**config.mk**
```make
export PLATFORM = sky130hd
export DESIGN_NAME = snake_dir_input
export DESIGN_NICKNAME = d
export VERILOG_FILES = /design/src/rtl/snake_dir_input.sv
export SDC_FILE = /design/constraint.sdc
export NUM_CORES = 1
export LEC_CHECK = 0
export CORE_UTILIZATION = 60
export DETAILED_ROUTE_END_ITERATION = 16
export PLACE_DENSITY_LB_ADDON = 0.15
export SKIP_CTS_REPAIR_TIMING = 1
export SLEW_MARGIN = 10
export SYNTH_ARGS = -nofsm -noshare
export SYNTH_HDL_FRONTEND = slang
export SYNTH_SLANG_ARGS = --single-unit
```
**constraint.sdc**
```tcl
create_clock -name CLOCK_50 -period 3.4 [get_ports CLOCK_50]
set_input_delay 0.34 -clock CLOCK_50 [delete_from_list [all_inputs] [get_ports CLOCK_50]]
set_output_delay 0.34 -clock CLOCK_50 [all_outputs]
set_load 0.02 [all_outputs]
```
**src/rtl/snake_dir_input.sv**
```systemverilog
// snake_dir_input: key synchroniser/debouncer with press pulses and a no-reversal, tick-committed snake direction
module snake_dir_input #(
  parameter int DEBOUNCE_CYCLES = 500000,
  parameter int CNT_W = 19
) (
  input  logic       CLOCK_50,
  input  logic       rst,
  input  logic       restart,
  input  logic       sw_up,
  input  logic       sw_down,
  input  logic       sw_left,
  input  logic       sw_right,
  input  logic       move_tick,
  output logic [3:0] key_level,
  output logic [3:0] key_pulse,
  output logic [1:0] dir_out,
  output logic       dir_changed
);
  localparam logic [CNT_W-1:0] LAST = CNT_W'(DEBOUNCE_CYCLES - 1);
  logic [3:0] raw, sync1, sync2;
  logic [CNT_W-1:0] cnt [4];
  logic [1:0] pending, cand, ref_dir;
  logic pending_valid, commit, accept;
  assign raw = {sw_up, sw_down, sw_left, sw_right};
  always_ff @(posedge CLOCK_50 or posedge rst)
    if (rst) begin
      sync1 <= '0;
      sync2 <= '0;
      key_level <= '0;
      key_pulse <= '0;
      for (int k = 0; k < 4; k++) cnt[k] <= '0;
    end else begin
      sync1 <= raw;
      sync2 <= sync1;
      for (int k = 0; k < 4; k++) begin
        key_pulse[k] <= 1'b0;
        if (sync2[k] == key_level[k]) cnt[k] <= '0;
        else if (cnt[k] == LAST) begin
          cnt[k] <= '0;
          key_level[k] <= sync2[k];
          key_pulse[k] <= sync2[k];
        end else cnt[k] <= cnt[k] + 1'b1;
      end
    end
  // Encoding keeps each axis in bit 1, so a same-axis candidate is a repeat or a reversal.
  always_comb begin
    commit = move_tick && pending_valid;
    ref_dir = commit ? pending : dir_out;
    cand = key_pulse[3] ? 2'd0 : key_pulse[2] ? 2'd1 : key_pulse[1] ? 2'd2 : 2'd3;
    accept = |key_pulse && cand[1] != ref_dir[1];
  end
  always_ff @(posedge CLOCK_50 or posedge rst)
    if (rst) begin
      dir_out <= 2'd3;
      pending <= 2'd3;
      pending_valid <= 1'b0;
      dir_changed <= 1'b0;
    end else if (restart) begin
      dir_out <= 2'd3;
      pending_valid <= 1'b0;
      dir_changed <= 1'b0;
    end else begin
      dir_changed <= commit;
      if (commit) dir_out <= pending;
      if (accept) pending <= cand;
      pending_valid <= accept || (pending_valid && !move_tick);
    end
endmodule

```
==> results.py <==
metrics = {
    "floorplanning": {
        "die-area_um2": 8060,
        "die_h_um": 89.8,
        "rows": 31,
        "die_w_um": 89.8,
        "core_area_um2": 7330,
        "initial_core_util_pct": 63.0,
        "io_pins": 19,
    },
    "logic_synthesis": {
        "ys_types": 47,
        "synthSimpleGateAreaFrac_pct": 25.2,
        "synth-compound-area-share_pct": 7.74,
        "synth_area_per_cell_um2": 10.0,
        "yosysWarnings": 0,
        "synth_top_cell_area_share_pct": 50.9,
        "netlist_area_um2": 4620,
        "synthMuxAreaShare_pct": 0.975,
        "ys.flop_type": "dfrtp_1",
        "synth_top_family_by_area": "simple AND/OR/NAND/NOR gates",
        "synth_edf_count": 0,
        "synthXorXnorAreaFrac_pct": 9.47,
        "synth_top_area_cell": "dfrtp_1",
        "synth-seq-area-share_pct": 53.2,
        "synthAdderAreaFrac_pct": 1.08,
        "synth_nets": 473,
        "ys_ff_latch": 98,
        "async_reset_ff_share_pct": 100,
        "syn_inst": 461,
        "synthTopCellsByArea": "dfrtp_1 (51%), xnor2_1 (6.6%), nor2_1 (5.1%)",
    },
    "clock_network": {
        "clk_pin_slew_ps": 100,
        "cts_buffers": 9,
        "cts_root_buf": "clkbuf_8",
        "cts_htree_levels": 3,
        "clock-sinks": 98,
        "insertion_delay_ps": 370,
        "cts_buffer_depth": 2,
        "tritoncts": "yes",
    },
    "sta": {
        "maxSlewViolCount": 0,
        "finalHoldViolCount": 0,
        "whs_ps": 350,
        "skew_ps": 14.0,
        "tns_ps": 0,
        "max_slew_margin_pct": 53.8,
        "setup_violations": 0,
        "timing.fmax_ghz": 0.458,
        "fin_crit_sh_pct": 64.2,
        "period_minus_slack_ps": 2180,
        "tightest_slew_ps": 689,
        "finalWorstSetupSlack_ps": 1220,
        "rsz0062_at_grt": "false",
    },
    "route": {
        "drt_iter0_markers": 184,
        "wl_mm": 8.62,
        "dr.pass1.iters": 5,
        "via_per_inst": 5.79,
        "avgRoutedWirePerCell_um": 14.6,
        "route.detailed.drc": 0,
        "ant_nets": 0,
        "vias": 3416,
    },
    "placed_design": {
        "globalplace.congestion": 0.819,
        "dp_slack_ps": 1270,
        "port_buffers": 18,
        "dpl.hpwl_mm": 5.88,
        "placed_area_um2": 4930,
    },
    "worst_setup_path": {
        "r2r_start": "cnt[15]",
        "crit_type": "flip-flop to flip-flop",
        "cpPeakStageDelay_ps": 590,
        "startpoint": "cnt[15]",
        "cp_num_buf_inv": 1,
        "end_kind": "flip-flop",
        "crit_slowest_cell": "o31ai_2",
        "cp.arrival_ps": 2440,
        "critPathLaunchType": "flip-flop",
        "cp_max_fo": 10,
        "worstPathRequired_ps": 3660,
        "path_cells": "nand3_1, or4b_1, o31ai_2, buf_4, nor2_1",
        "cp_top_family": "simple AND/OR/NAND/NOR gates",
    },
    "layout": {
        "fin_area_um2": 5160,
        "diodes": 0,
        "final_common_cell": "dfrtp_1",
        "nets": 498,
        "drive_above_1_share_pct": 8.76,
        "areaGrowthSynthToFinish_pct": 11.6,
        "final_cell_mix": "dfrtp_1 (94), nor2_1 (63), xnor2_1 (35), nand2_1 (28), a21oi_1 (26)",
    },
    "global_route": {
        "grt_antenna_before_repair": 0,
        "grt_pass1_wl_mm": 14.8,
        "grt-ovfl-total": 0,
        "grt_usage_pct": 22.9,
        "grt_max_degree": 49,
        "grt_pass1_vias": 3279,
    },
    "hold_path": {
        "holdCritStartpoint": "sync1[0]",
        "worstHoldPathType": "flip-flop to flip-flop",
    },
    "power_and_ir_drop": {
        "power.internal_mw": 1.63,
        "p_clk_share_pct": 39.6,
        "switching_power_uw": 486,
        "leakagePower_nw": 2.03,
        "vdd.ir_drop.worst_uv": 226,
        "swShare_pct": 23.0,
        "sequentialPowerShare_pct": 56.7,
        "combPwrFrac_pct": 3.7,
        "power_density_nw_per_um2": 410,
    },
    "run_status": {
        "status": "finished, final reports clean",
    },
    "flow_run": {
        "max-cap-violations": 0,
    },
}
[cell type report]
| type | instances | area (um2) |
|---|---|---|
| clock buffers | 9 | 124 |
| clock inverters | 7 | 101 |
| fillers | 530 | 2170 |
| inverters | 18 | 70.1 |
| multi-input cells | 335 | 2050 |
| flip-flops and latches | 98 | 2460 |
| well taps | 99 | 124 |
| repair buffers | 24 | 225 |
[final timing paths]
kind                       slack [ps]          to  cells past startpoint
setup / recovery                 1220      cnt[8]                      5
hold / removal                    350    sync2[0]                      0
setup reg to reg                 1220      cnt[8]                      5
hold reg to reg                   350    sync2[0]                      0
max in group asynchronous        2210  pending[1]                      3
min in group asynchronous         370     cnt[20]                      2
[kinds of logic (layout without fill, tap and decap cells)]
| group | count (synthesis) | count (layout) |
|---|---|---|
| adder cells (fa/ha/maj) | 4 | 4 |
| multiplexers | 4 | 4 |
| XOR/XNOR | 50 | 50 |
| flip-flops | 98 | 98 |
| AND/OR/NAND/NOR | 217 | 217 |
| AO/OA/AOI/OAI | 60 | 60 |
| buffers and inverters | 28 | 58 |
[stage by stage]
step | total power [mW] | utilization [%] | instances
6_report | 2.12 | 70.3 | 590
5_1_grt | 2.20 | 70.3 | 590
3_3_place_gp | 1.30 | 67.3 | 574
4_1_cts | 2.14 | 70.3 | 590
2_1_floorplan | 1.27 | - | 461
3_5_place_dp | 1.30 | 67.3 | 574
[routing by layer]
metal | part of all wire [%] | global-route usage [%] | wire length (um) | up-vias
li1 | - | - | - | 1685
met3 | 3.8 | 5.67 | 324 | 11
met4 | 1.4 | 7.10 | 118 | 0
met5 | 0 | 0 | 0 | -
met2 | 49 | 38.3 | 4220 | 69
met1 | 46 | 29.7 | 3950 | 1651
[registers in the layout, indices dropped and copies added, names as in the netlist, 2 cells and up]
name / count
key_pulse: 4
cnt: 76
pending: 2
sync2: 4
sync1: 4
dir_out: 2
key_level: 4
[synthesized netlist by cell type (2+ instances only)]
library cell and instances:
o21ai_0 13, clkbuf_1 6, dfrtp_1 94, xor2_1 15, mux2_2 4, nor4b_1 3
or3_2 4, ha_1 4, o31ai_1 10, inv_1 17, nor4_1 13, and3_1 5
a21oi_1 26, buf_2 3, nor2_1 63, dfstp_2 4, nand3_1 21, or4_1 12
or2_2 3, o21ai_1 2, nor4bb_1 2, and3b_1 2, nand2_1 28, nand4_1 17
and2_1 5, xnor2_1 35, and4_1 5, or2b_1 2, a21boi_0 2, nor3_1 13
or3_1 12
[power by group through the flow]
stage                     logic, mW  registers (mW)  clock network (mW)
after CTS                    0.0807            1.20               0.858
final                        0.0784            1.20               0.838
after floorplan              0.0514            1.22                   0
after global placement       0.0791            1.22                   0
after global routing         0.0914            1.20               0.908
after detailed placement     0.0804            1.22                   0
Power figures use the tool's default switching activity.
